**config.mk**
```make
export PLATFORM = sky130hd
export DESIGN_NAME = writeback_sequencer
export DESIGN_NICKNAME = d
export VERILOG_FILES = /design/src/rtl/writeback_sequencer_pkg.sv /design/src/rtl/writeback_sequencer_fifo.sv /design/src/rtl/writeback_sequencer.sv
export SDC_FILE = /design/constraint.sdc
export NUM_CORES = 1
export LEC_CHECK = 0
export ABC_AREA = 1
export CAP_MARGIN = 20
export CORE_MARGIN = 3
export CORE_UTILIZATION = 63
export CTS_BUF_LIST = sky130_fd_sc_hd__clkbuf_4 sky130_fd_sc_hd__clkbuf_8 sky130_fd_sc_hd__clkbuf_16
export CTS_CLUSTER_SIZE = 24
export DETAILED_ROUTE_END_ITERATION = 10
export DONT_BUFFER_PORTS = 1
export GPL_TIMING_DRIVEN = 0
export PLACE_DENSITY = 0.77
export SLEW_MARGIN = 5
export SYNTH_ARGS = -nofsm -noshare
export SYNTH_HDL_FRONTEND = slang
export SYNTH_SLANG_ARGS = --single-unit
```
**constraint.sdc**
```tcl
create_clock -name clk -period 5.3 [get_ports clk]
set_input_delay 0.53 -clock clk [delete_from_list [all_inputs] [get_ports clk]]
set_output_delay 0.53 -clock clk [all_outputs]
set_load 0.02 [all_outputs]
```
**src/rtl/writeback_sequencer_pkg.sv**
```systemverilog
// rtl/writeback_sequencer_pkg.sv - processor-wide register-file constants and writeback entry types
package writeback_sequencer_pkg;

  localparam int DATA_W = 32;
  localparam int REG_W  = 4;

  localparam logic [REG_W-1:0] REG_LR = 4'd14;
  localparam logic [REG_W-1:0] REG_PC = 4'd15;

  typedef enum logic {
    S_IDLE,
    S_DEST
  } state_t;

  // Metadata (enable, link, dest) sits in the top bits so the FIFO can expose it cheaply.
  typedef struct packed {
    logic              enable;
    logic              link;
    logic [REG_W-1:0]  dest;
    logic [DATA_W-1:0] data;
    logic [DATA_W-1:0] lr;
  } wb_entry_t;

  localparam int ENTRY_W = $bits(wb_entry_t);
  localparam int META_W  = 2 + REG_W;

endpackage

```
**src/rtl/writeback_sequencer_fifo.sv**
```systemverilog
// rtl/writeback_sequencer_fifo.sv - wb_fifo: circular buffer with per-slot metadata view
module wb_fifo #(
  parameter int DEPTH  = 2,
  parameter int WIDTH  = 70,
  parameter int META_W = 6
) (
  input  logic                           clk,
  input  logic                           rst,
  input  logic                           i_flush,
  input  logic                           i_push,
  input  logic [WIDTH-1:0]               i_data,
  input  logic                           i_pop,
  output logic [WIDTH-1:0]               o_head,
  output logic                           o_empty,
  output logic [$clog2(DEPTH):0]         o_count,
  output logic [DEPTH-1:0][META_W-1:0]   o_meta,
  output logic [DEPTH-1:0]               o_valid
);

  localparam int PTR_W = $clog2(DEPTH);
  localparam int CNT_W = PTR_W + 1;

  logic [WIDTH-1:0] r_mem [DEPTH];
  logic [PTR_W-1:0] r_rd;
  logic [PTR_W-1:0] r_wr;
  logic [CNT_W-1:0] r_count;

  assign o_head  = r_mem[r_rd];
  assign o_empty = (r_count == '0);
  assign o_count = r_count;

  // A slot is live when its distance from the read pointer is below the count.
  for (genvar g = 0; g < DEPTH; g++) begin : g_slot
    logic [PTR_W-1:0] w_off;
    assign w_off      = PTR_W'(g) - r_rd;
    assign o_valid[g] = ({1'b0, w_off} < r_count);
    assign o_meta[g]  = r_mem[g][WIDTH-1 -: META_W];
  end

  always_ff @(posedge clk) begin
    if (i_push && !i_flush) begin
      r_mem[r_wr] <= i_data;
    end
  end

  always_ff @(posedge clk or posedge rst) begin
    if (rst) begin
      r_rd    <= '0;
      r_wr    <= '0;
      r_count <= '0;
    end else if (i_flush) begin
      r_rd    <= '0;
      r_wr    <= '0;
      r_count <= '0;
    end else begin
      if (i_push) r_wr <= r_wr + PTR_W'(1);
      if (i_pop)  r_rd <= r_rd + PTR_W'(1);
      case ({i_push, i_pop})
        2'b10:   r_count <= r_count + CNT_W'(1);
        2'b01:   r_count <= r_count - CNT_W'(1);
        default: r_count <= r_count;
      endcase
    end
  end

endmodule

```
**src/rtl/writeback_sequencer.sv**
```systemverilog
// rtl/writeback_sequencer.sv - buffers retired results and drives the register-file write port
module writeback_sequencer
  import writeback_sequencer_pkg::*;
#(
  parameter int          DEPTH       = 2,
  parameter logic [31:0] LINK_OFFSET = 32'd4
) (
  input  logic        clk,
  input  logic        reset,
  input  logic        wbValid,
  output logic        wbReady,
  input  logic        wbEnable,
  input  logic        wbLink,
  input  logic [3:0]  wbDest,
  input  logic [31:0] wbData,
  input  logic [31:0] wbPC,
  input  logic        flush,
  output logic        writeEnable,
  output logic [3:0]  writeDestination,
  output logic [31:0] writeData,
  output logic        pcWrite,
  output logic [31:0] pcWriteData,
  output logic [15:0] pendingMask,
  output logic        busy
);

  localparam int CNT_W = $clog2(DEPTH) + 1;

  state_t                      r_state;
  state_t                      w_next_state;
  logic [REG_W-1:0]            r_held_dest;
  logic [DATA_W-1:0]           r_held_data;

  wb_entry_t                   w_push_entry;
  wb_entry_t                   w_head;
  logic [ENTRY_W-1:0]          w_head_bits;
  logic                        w_push;
  logic                        w_pop;
  logic                        w_empty;
  logic [CNT_W-1:0]            w_count;
  logic [DEPTH-1:0][META_W-1:0] w_meta;
  logic [DEPTH-1:0]            w_valid;

  logic                        w_load_held;
  logic                        w_we;
  logic [REG_W-1:0]            w_dest;
  logic [DATA_W-1:0]           w_data;

  assign wbReady = (w_count < CNT_W'(DEPTH));
  // Bubbles (no enable, no link) are acknowledged but never occupy a slot.
  assign w_push  = wbValid && wbReady && !flush && (wbEnable || wbLink);
  assign busy    = !w_empty || (r_state != S_IDLE);

  assign w_push_entry = '{enable: wbEnable, link: wbLink, dest: wbDest,
                          data: wbData, lr: wbPC + LINK_OFFSET};
  assign w_head       = w_head_bits;

  wb_fifo #(
    .DEPTH  (DEPTH),
    .WIDTH  (ENTRY_W),
    .META_W (META_W)
  ) u_fifo (
    .clk     (clk),
    .rst     (reset),
    .i_flush (flush),
    .i_push  (w_push),
    .i_data  (w_push_entry),
    .i_pop   (w_pop),
    .o_head  (w_head_bits),
    .o_empty (w_empty),
    .o_count (w_count),
    .o_meta  (w_meta),
    .o_valid (w_valid)
  );

  always_comb begin
    w_next_state = r_state;
    w_pop        = 1'b0;
    w_load_held  = 1'b0;
    w_we         = 1'b0;
    w_dest       = '0;
    w_data       = '0;
    if (flush) begin
      w_next_state = S_IDLE;
    end else begin
      case (r_state)
        S_IDLE: begin
          if (!w_empty) begin
            w_pop = 1'b1;
            w_we  = 1'b1;
            if (w_head.link) begin
              w_dest = REG_LR;
              w_data = w_head.lr;
              if (w_head.enable) begin
                w_load_held  = 1'b1;
                w_next_state = S_DEST;
              end
            end else begin
              w_dest = w_head.dest;
              w_data = w_head.data;
            end
          end
        end
        S_DEST: begin
          w_we         = 1'b1;
          w_dest       = r_held_dest;
          w_data       = r_held_data;
          w_next_state = S_IDLE;
        end
        default: w_next_state = S_IDLE;
      endcase
    end
  end

  always_ff @(posedge clk or posedge reset) begin
    if (reset) begin
      r_state          <= S_IDLE;
      r_held_dest      <= '0;
      r_held_data      <= '0;
      writeEnable      <= 1'b0;
      writeDestination <= '0;
      writeData        <= '0;
      pcWrite          <= 1'b0;
      pcWriteData      <= '0;
    end else begin
      r_state          <= w_next_state;
      if (w_load_held) begin
        r_held_dest <= w_head.dest;
        r_held_data <= w_head.data;
      end
      writeEnable      <= w_we;
      writeDestination <= w_dest;
      writeData        <= w_data;
      pcWrite          <= w_we && (w_dest == REG_PC);
      pcWriteData      <= (w_we && (w_dest == REG_PC)) ? w_data : '0;
    end
  end

  // The held DEST half still counts as pending until its write issues.
  always_comb begin
    pendingMask = '0;
    for (int i = 0; i < DEPTH; i++) begin
      if (w_valid[i] && w_meta[i][META_W-1]) pendingMask[w_meta[i][REG_W-1:0]] = 1'b1;
      if (w_valid[i] && w_meta[i][META_W-2]) pendingMask[REG_LR] = 1'b1;
    end
    if (r_state == S_DEST) pendingMask[r_held_dest] = 1'b1;
  end

endmodule

```
After elaboration in Yosys (flattened, before gate mapping)
Memories as Yosys holds them, arrays and structs flattened.
Index checks and enable logic that the tools add are counted.
Widths: inputs -> output; s select.
{"block": "totals", "register_bits": 111, "ram_bits": 140, "elab_cells": 94, "memories": 1}
{"name": "u_fifo.r_mem", "depth": 2, "width": 70, "rd": 3, "rd_clocked_by_memory_dff": 0, "write_ports": 1, "line": "writeback_sequencer_fifo.sv:23", "rtl": "logic [WIDTH-1:0] r_mem [DEPTH];"}
{"block": "op_classes", "add_sub_neg": 7, "magnitude_cmp": 9, "n_eq_ne": 3, "n_mux": 40, "n_bitwise": 3, "n_reduce_logical": 20}
{"operator": "$mux 32", "n": 4}
{"operator": "$pmux 32 s2", "n": 1}
{"operator": "$mux 16", "n": 3}
{"operator": "$add 32x3->32 const B", "n": 1}
{"operator": "$or 16x16->16", "n": 2}
{"operator": "$mux 1", "n": 21}
{"operator": "$lt 4x5->1 const B", "n": 3}
{"operator": "$demux 1 s4", "n": 3}
{"operator": "$ge 4x1->1 const B", "n": 3}
{"operator": "$logic_and 1x1->1", "n": 12}
{"operator": "$mux 4", "n": 3}
{"operator": "$pmux 4 s2", "n": 1}
{"operator": "$eq 4x4->1 const B", "n": 1}
{"operator": "$lt 1x2->1", "n": 2}
{"operator": "$pmux 1 s2", "n": 2}
{"operator": "$pmux 2 s2", "n": 1}
{"operator": "$reduce_bool 2->1", "n": 2}
{"operator": "$reduce_bool 3->1", "n": 1}
{"operator": "$add 1x1->1 const B", "n": 2}
{"operator": "$add 2x1->2 const B", "n": 1}
{"operator": "$eq 2x1->1 const B", "n": 1}
{"operator": "$eq 2x2->1 const B", "n": 1}
{"operator": "$logic_not 1->1", "n": 2}
{"operator": "$logic_not 2->1", "n": 1}
{"operator": "6 further kinds", "n": 8}

Longest topological paths before layout
Gate-level depths: netlist of run 1.
{"block": "logic_depth", "depth_word": 11, "mapped_depth": 10}

Modules after synthesis
Synthesis of run 1 repeated with hierarchy kept, for this count alone.
{"block": "hier_totals", "cells_unflattened": 1189, "area_unflattened_um2": 11139.4}
{"module": "writeback_sequencer", "n_inst": 1, "cells_each": 776, "area_each_um2": 5680.4, "seq_area_each_um2": 2677.6}
{"module": "wb_fifo", "n_inst": 1, "cells_each": 413, "area_each_um2": 5459.0, "seq_area_each_um2": 4304.1}

Worst setup path before layout of run 1
OpenSTA, ideal clock, no wires.
{"block": "synth_path", "path_kind": "input -> register", "start": "in flush", "end": "mem u_fifo.r_mem[0][0] (enable)", "setup_time_ps": 499, "arrival_time_ps": 3907, "required_ps": 4801, "slack_ps": 894, "cell_stages": 4, "cell_sequence": "clkbuf_1 inv_1 nand2_1 nor2_1"}
{"block": "synth_between", "elab_chain_cells": 6}
{"element": "start: declaration", "line": "writeback_sequencer.sv:17", "rtl": "input logic flush,"}
{"element": "$logic_not 1->1 *", "line": "writeback_sequencer_fifo.sv:41, writeback_sequencer.sv:51"}
{"element": "$logic_and 1x1->1 (2 in a row)", "line": "writeback_sequencer.sv:51", "rtl": "assign w_push = wbValid && wbReady && !flush && (wbEnable || wbLink);"}
{"element": "$logic_and 1x1->1 *", "line": "writeback_sequencer_fifo.sv:41", "rtl": "if (i_push && !i_flush) begin"}
{"element": "$mux 1 *", "line": "writeback_sequencer_fifo.sv:41"}
{"element": "$mux 1 (not written as such) *", "line": "writeback_sequencer_fifo.sv:42", "rtl": "r_mem[r_wr] <= i_data;"}
{"element": "end: declaration", "line": "writeback_sequencer_fifo.sv:23"}
Mark *: on every way between the ends. The rest lies on a longest branch, timed or not.

Worst setup path in the final report of run 1
{"block": "layout_path", "start": "reg u_fifo.r_rd", "end": "out pendingMask[5]"}
{"block": "layout_between", "elab_chain_cells": 8, "word_cells_on_any_way": 11}
{"element": "start: declaration", "line": "writeback_sequencer_fifo.sv:24", "rtl": "logic [PTR_W-1:0] r_rd;"}
{"element": "start signal: assignment", "line": "writeback_sequencer_fifo.sv:57", "rtl": "if (i_pop) r_rd <= r_rd + PTR_W'(1);"}
{"element": "$sub 1x1->1", "line": "writeback_sequencer_fifo.sv:35", "rtl": "assign w_off = PTR_W'(g) - r_rd;"}
{"element": "$lt 1x2->1", "line": "writeback_sequencer_fifo.sv:36", "rtl": "assign o_valid[g] = ({1'b0, w_off} < r_count);"}
{"element": "$logic_and 1x1->1", "line": "writeback_sequencer.sv:143", "rtl": "if (w_valid[i] && w_meta[i][META_W-1]) pendingMask[w_meta[i][REG_W-1:0]] = 1'b1;"}
{"element": "$mux 16", "line": "writeback_sequencer.sv:143"}
{"element": "$or 16x16->16 (no source line)"}
{"element": "$mux 16 *", "line": "writeback_sequencer.sv:143"}
{"element": "$or 16x16->16 (no source line)"}
{"element": "$mux 16 *", "line": "writeback_sequencer.sv:146", "rtl": "if (r_state == S_DEST) pendingMask[r_held_dest] = 1'b1;"}
{"element": "end: declaration", "line": "writeback_sequencer.sv:23", "rtl": "output logic [15:0] pendingMask,"}
Marked as above.

==> results of run 1 <==
-- final cells by class --
class                      count  area, um2
tap                          220        275
clock inverter                 4       22.5
timing repair buffer           6        118
sequential                   251       6980
clock buffer                  41        848
buffer                        40        239
inverter                     223        845
fill                        1199       4560
multi-input combinational    657       2990
-- flip-flops by register name, indices dropped and copies added, names as in the netlist --
name,count
pcWriteData,32
writeEnable,1
r_held_data,32
writeData,32
u_fifo.o_count,2
u_fifo.r_rd,1
u_fifo.r_mem,140
pcWrite,1
r_state,1
u_fifo.r_wr,1
r_held_dest,4
writeDestination,4
-- layout by cell type (no fill, tap or decap), types with 8 or more instances in the layout --
master,count
buf_2,17
buf_6,8
clkbuf_1,12
clkbuf_16,28
clkbuf_8,8
dfrtp_1,111
edfxtp_1,140
inv_1,221
nand2_1,299
nand3_1,69
nand4_1,12
nor2_1,81
nor3_1,12
o21ai_0,117
o21ai_1,20
xor2_1,12
-- worst max-delay path by stage --
stage	slack [ns]	cells after the start	end	startpoint
finish	2.08	6	pendingMask[5]	u_fifo.r_rd
global route	1.89	6	pendingMask[8]	u_fifo.r_rd
CTS	2.14	6	pendingMask[4]	u_fifo.r_rd
detailed placement	2.69	6	pendingMask[4]	u_fifo.r_rd
global placement	-0.98	5	u_fifo.r_mem[0][39]	u_fifo.o_count[1]
floorplan	0.89	4	u_fifo.r_mem[0][0]	flush
-- routing by layer --
metal | track usage | wire length [um] | vias up
met1 | 0.375 | 10700 | 3813
met5 | 0 | 0 | -
met3 | 0.0566 | 2360 | 47
met4 | 0.0718 | 662 | 0
li1 | - | - | 3779
met2 | 0.446 | 12600 | 411
-- cell families (layout without fill, tap and decap cells) --
logic type,Yosys count,count (layout),share of synthesized area
buf+inv,263,314,0.0978
fa+ha+maj,1,1,0.00113
flops,251,251,0.633
xor+xnor,18,18,0.0143
simple gates,484,484,0.180
compound gates,154,154,0.0736
-- cells in the mapped netlist (all sizes together) --
cell / n / area [um2]
xnor2: 6 / 52.6
clkbuf: 12 / 45.0
a21oi: 6 / 30.0
nand4: 13 / 87.6
nand3b: 3 / 22.5
inv: 223 / 840
o22ai: 1 / 6.26
o21bai: 1 / 7.51
buf: 28 / 194
nand2: 301 / 1140
ha: 1 / 12.5
nor3: 12 / 60.1
dfrtp: 111 / 2780
o211ai: 6 / 45.0
nor4: 2 / 12.5
o21ai: 138 / 694
o221ai: 1 / 8.76
nand3: 69 / 345
a211oi: 1 / 20.0
edfxtp: 140 / 4200
xor2: 12 / 105
nor2: 84 / 323
-- power by group through the flow --
stage               clock, W  combinational, W  sequential (W)
floorplan                  0          0.000960         0.00261
global placement           0           0.00130         0.00265
detailed placement         0           0.00135         0.00265
CTS                  0.00182           0.00138         0.00261
global route         0.00191           0.00155         0.00263
finish               0.00180           0.00139         0.00261
-- per-stage QoR --
| stage | utilization | TNS [ns] | cell area [um2] |
|---|---|---|---|
| 2_1_floorplan | - | 0 | 11000 |
| 3_3_place_gp | 0.670 | -135.86 | 11300 |
| 3_5_place_dp | 0.678 | 0 | 11400 |
| 4_1_cts | 0.730 | 0 | 12300 |
| 5_1_grt | 0.730 | 0 | 12300 |
| 6_report | 0.730 | 0 | 12300 |
==> results.py, run 1 <==
metrics = {
    "run_status": {
        "status": "finished, final reports clean",
    },
    "floorplanning": {
        "initial_core_util": 0.654,
        "core_um2": 16900,
        "die-area_um2": 19100,
        "ioPinCount": 162,
        "die_h_um": 138,
        "rows": 47,
        "die_w_um": 138,
    },
    "synthesis": {
        "postSynthAreaPerCell_um2": 9.42,
        "yosysSeqAreaShare": 0.633,
        "synthCells": 1171,
        "syn_nets": 1246,
        "synth_area_um2": 11000,
        "ys.warnings.count": 0,
        "synth_seq_cells": 251,
        "ys_types": 32,
    },
    "sta": {
        "setup_viol": 0,
        "maxSlewViolCount": 0,
        "final.setup.worst_slack_ns": 2.08,
        "hold_slack_ns": 0.112,
        "rsz0062_at_grt": "no",
        "relSlewSlack": 0.423,
        "min_period_ns": 3.22,
        "max_freq_mhz": 311,
        "worstMarginPinSlew_ns": 0.858,
        "clock_skew_ns": 0.0121,
        "hold_viol_final": 0,
        "fin_crit_sh": 0.607,
    },
    "power": {
        "seq_power_share": 0.450,
        "leakagePower_nw": 5.38,
        "pwr-share-comb": 0.240,
        "power_switching_w": 0.00195,
        "intPower_w": 0.00385,
        "peakVddDrop_v": 0.000297,
        "total_power_w": 0.00580,
        "clkPwrFrac": 0.310,
        "p_per_area_nw_per_um2": 471,
        "power.share.switching": 0.336,
    },
    "setup_path": {
        "crit_slowest_cell": "nor4_1",
        "worstPathArrival_ns": 2.69,
        "critPathBufInv": 2,
        "critical_path.top_delay_family": "simple AND/OR/NAND/NOR gates",
        "r2r_cells": 7,
        "regToRegSetupSlack_ns": 2.74,
        "cpPeakStageDelay_ns": 0.68,
        "crit_path_start_kind": "flip-flop",
        "endpoint_kind": "output port",
        "cp_max_fo": 10,
        "worst_r2r_endpoint": "u_fifo.r_mem[0][2]",
        "worstReg2RegStart": "u_fifo.o_count[1]",
        "crit_type": "flip-flop to output port",
        "crit_chain": "buf_6 -> buf_2 -> a21oi_1 -> nor4_1 -> nand2_1 -> o211ai_1",
        "critical_path_required_ns": 4.77,
    },
    "place": {
        "place_inst": 1396,
        "dp_hpwl_um": 18500,
        "port_buffers": 0,
        "preCtsSetupSlack_ns": 2.69,
        "place_congestion": 0.915,
    },
    "routing": {
        "wl_um": 26300,
        "ant_nets": 0,
        "drtIter0Drc": 655,
        "vias": 8050,
        "vias_per_cell": 5.58,
        "firstDrtPassIters": 6,
        "drc_errors": 0,
        "wl_per_cell_um": 18.3,
    },
    "global_route": {
        "grt_usage": 0.271,
        "grt_max_degree": 70,
        "antenna_found_initial": 0,
        "grt-ovfl-total": 0,
        "grt_pass1_vias": 7869,
        "grt_pass1_wl_um": 41700,
    },
    "clock_network": {
        "clock_latency_ns": 0.51,
        "post_cts_buffers": 0,
        "cts_buffer_depth": 3,
        "clk_pin_slew_ns": 0.07,
        "cts_tree": "built",
        "clockRootBuffer": "clkbuf_16",
        "cts_resized": 0,
        "htreeDepth": 1,
        "clkSinkCount": 251,
        "ctsHoldBuffers": 1,
        "numCtsBuffers": 25,
    },
    "cells_and_area": {
        "finalNonFillerCells": 1442,
        "area_delta_synth_final_pct": 11.6,
        "drive_gt1_frac": 0.0712,
        "nets": 1279,
        "antenna_cells": 0,
    },
    "min_path": {
        "min_from": "wbData[14]",
        "min_delay_path_depth": 0,
        "hold_end": "u_fifo.r_mem[0][46]",
        "hold_path_class": "input pin to flip-flop",
    },
    "flow_run": {
        "drv_cap": 0,
    },
}
Power figures use the tool's default switching activity.
==> inputs of run 2 (changes only) <==
CORE_UTILIZATION = 57   (was 63)
PLACE_DENSITY = 0.73   (was 0.77)
clock period = 2.91 ns   (was 5.3 ns; I/O delays follow)
==> run 2 against run 1 <==
  * Core utilization shrank 3.9 points
  * Cell count rose by 6.9%
  * Clock-buffer cell count fell by 5
  * First-iteration DRC count rose by 7.3%
  * Power grew 86%
  * Die area rose by 10%
  * Sequential power up 82%
  * Routed wire length decreased by 1.6%
  * Design area grew 5.6%
  * Hold slack worse by 0.097 ns
==> results.py, run 2 (synthesis results as in run 1) <==
metrics = {
    "run_status": {
        "status": "finished, final reports clean",
    },
    "flow_run": {
        "drv_cap": 0,
    },
    "power": {
        "leakagePower_nw": 5.64,
        "intPower_w": 0.00721,
        "p_per_area_nw_per_um2": 830,
        "seq_power_share": 0.439,
        "power_switching_w": 0.00359,
        "power.share.switching": 0.332,
        "pwr-share-comb": 0.238,
        "peakVddDrop_v": 0.000590,
        "clkPwrFrac": 0.322,
    },
    "routing": {
        "drc_errors": 0,
        "ant_nets": 0,
        "wl_per_cell_um": 16.8,
        "firstDrtPassIters": 5,
        "vias_per_cell": 5.22,
        "wl_um": 25900,
        "vias": 8041,
        "drtIter0Drc": 703,
    },
    "setup_path": {
        "endpoint_kind": "output port",
        "r2r_cells": 10,
        "crit_type": "flip-flop to output port",
        "regToRegSetupSlack_ns": 0.49,
        "worst_r2r_endpoint": "pcWriteData[0]",
        "worstReg2RegStart": "u_fifo.r_rd",
        "cpPeakStageDelay_ns": 0.46,
        "crit_path_frequent_cell": "nand2_1",
        "cp_max_fo": 19,
        "critical_path.top_delay_family": "buffers and inverters",
        "crit_slowest_cell": "o211ai_1",
        "worst-path-stages": 7,
        "critical_path_required_ns": 2.62,
        "critPathBufInv": 3,
        "crit_path_start_kind": "flip-flop",
        "crit_chain": "buf_6 -> buf_2 -> nand2_1 -> nand3_2 -> inv_1 -> nand2_1 -> o211ai_1",
        "worstPathArrival_ns": 2.46,
    },
    "cells_and_area": {
        "postLayoutCoreUtil": 0.691,
        "final_common_cell": "nand2_1",
        "register_area_um2": 6980,
        "design_area_um2": 13000,
        "multi_input_area_um2": 3020,
        "drive_gt1_frac": 0.0758,
        "regMostFlops": "u_fifo.r_mem",
        "n_fill_cell": 1448,
        "area_delta_synth_final_pct": 17.9,
        "nets": 1335,
        "largest_reg_flops": 140,
        "layout_common_cells": "nand2_1, inv_1, edfxtp_1, o21ai_0, dfrtp_1",
    },
    "floorplanning": {
        "die_w_um": 145,
        "rows": 50,
        "die_h_um": 145,
        "die-area_um2": 21100,
        "core_um2": 18800,
        "initial_core_util": 0.586,
        "ioPinCount": 162,
    },
    "global_route": {
        "grt-busiest-layer": "met2",
        "met3_usage": 0.0434,
        "grt-ovfl-total": 0,
        "antenna_found_initial": 1,
        "grt_pass1_wl_um": 41500,
        "grt_usage": 0.245,
        "use_met2": 0.399,
        "grt_max_degree": 41,
        "grt_util_met1": 0.345,
        "grt_pass1_vias": 7889,
    },
    "clock_network": {
        "clk_pin_slew_ns": 0.07,
        "clock_latency_ns": 0.53,
        "clkSinkCount": 251,
        "cts_tree": "built",
        "htreeDepth": 1,
        "numCtsBuffers": 26,
        "post_cts_buffers": 0,
        "clockRootBuffer": "clkbuf_16",
        "cts_buffer_depth": 3,
    },
    "sta": {
        "fin_crit_sh": 0.944,
        "worstMarginPinSlew_ns": 0.790,
        "rsz0062_at_grt": "no",
        "relSlewSlack": 0.472,
        "min_period_ns": 2.75,
        "clock_skew_ns": 0.0209,
        "maxSlewViolCount": 0,
        "setup_viol": 0,
        "hold_viol_final": 0,
        "max_freq_mhz": 364,
        "setup_tns_ns": 0,
        "hold_slack_ns": 0.0145,
    },
    "min_path": {
        "min_delay_path_depth": 2,
        "min_from": "wbPC[26]",
        "hold_path_class": "input pin to flip-flop",
        "hold_end": "u_fifo.r_mem[0][26]",
    },
    "place": {
        "port_buffers": 0,
        "place_congestion": 0.904,
        "dp_hpwl_um": 18400,
        "placed_cell_area_um2": 11500,
    },
}
==> run 2: cell count changes in the layout (fill, tap and decap cells not counted), sizes merged <==
cell,change
clkbuf,-5
bufinv,+3
dlygate4sd3,+55
clkinvlp,+2
clkinv,+5
diode,+1
inv,-2
==> run 2: worst max path at each step <==
stage / endpoint / slack, ns / startpoint
global placement: u_fifo.r_mem[0][4] / -1.53 / u_fifo.o_count[1]
finish: pendingMask[1] / 0.16 / u_fifo.r_rd
floorplan: u_fifo.r_mem[0][0] / -0.26 / u_fifo.o_count[1]
CTS: pendingMask[8] / -0.02 / u_fifo.r_rd
detailed placement: pendingMask[14] / 0.55 / u_fifo.r_rd
global route: pendingMask[4] / 0.04 / u_fifo.r_rd
==> run 2: power groups by stage <==
| stage | logic [W] | registers [W] | clock network, W |
|---|---|---|---|
| final | 0.00257 | 0.00475 | 0.00348 |
| after global routing | 0.00291 | 0.00479 | 0.00370 |
| after CTS | 0.00256 | 0.00475 | 0.00352 |
| after detailed placement | 0.00246 | 0.00482 | 0 |
| after global placement | 0.00238 | 0.00481 | 0 |
| after floorplan | 0.00175 | 0.00475 | 0 |
==> run 2: per-layer routing <==
layer | part of all wire | vias up | routed length, um
met3 | 0.077 | 40 | 2000
met2 | 0.47 | 318 | 12200
met4 | 0.021 | 0 | 555
met5 | 0 | - | 0
li1 | - | 3892 | -
met1 | 0.43 | 3791 | 11200
==> run 2: cell type report <==
class	count	share of cell area
inverter	223	0.0648
multi-input combinational	657	0.232
timing repair buffer	62	0.0523
buffer	39	0.0180
tap	260	0.0250
antenna	1	0.000192
clock buffer	36	0.0599
clock inverter	12	0.0109
sequential	251	0.537
==> run 2: metrics by stage <==
step	cells	total power (W)	setup WS [ns]
2_1_floorplan	1171	0.00650	-0.260
3_3_place_gp	1431	0.00719	-1.53
3_5_place_dp	1437	0.00728	0.554
4_1_cts	1541	0.0108	-0.0206
5_1_grt	1541	0.0114	0.0439
6_report	1541	0.0108	0.164
==> run 2: repair_timing <==
action | CTS | global route
hold buffers | 56 | 0
gates resized for setup | 1 | 6
pin swaps | 0 | 2
setup endpoints to repair | 7 | 12
endpoints found under the hold margin | 144 | 0
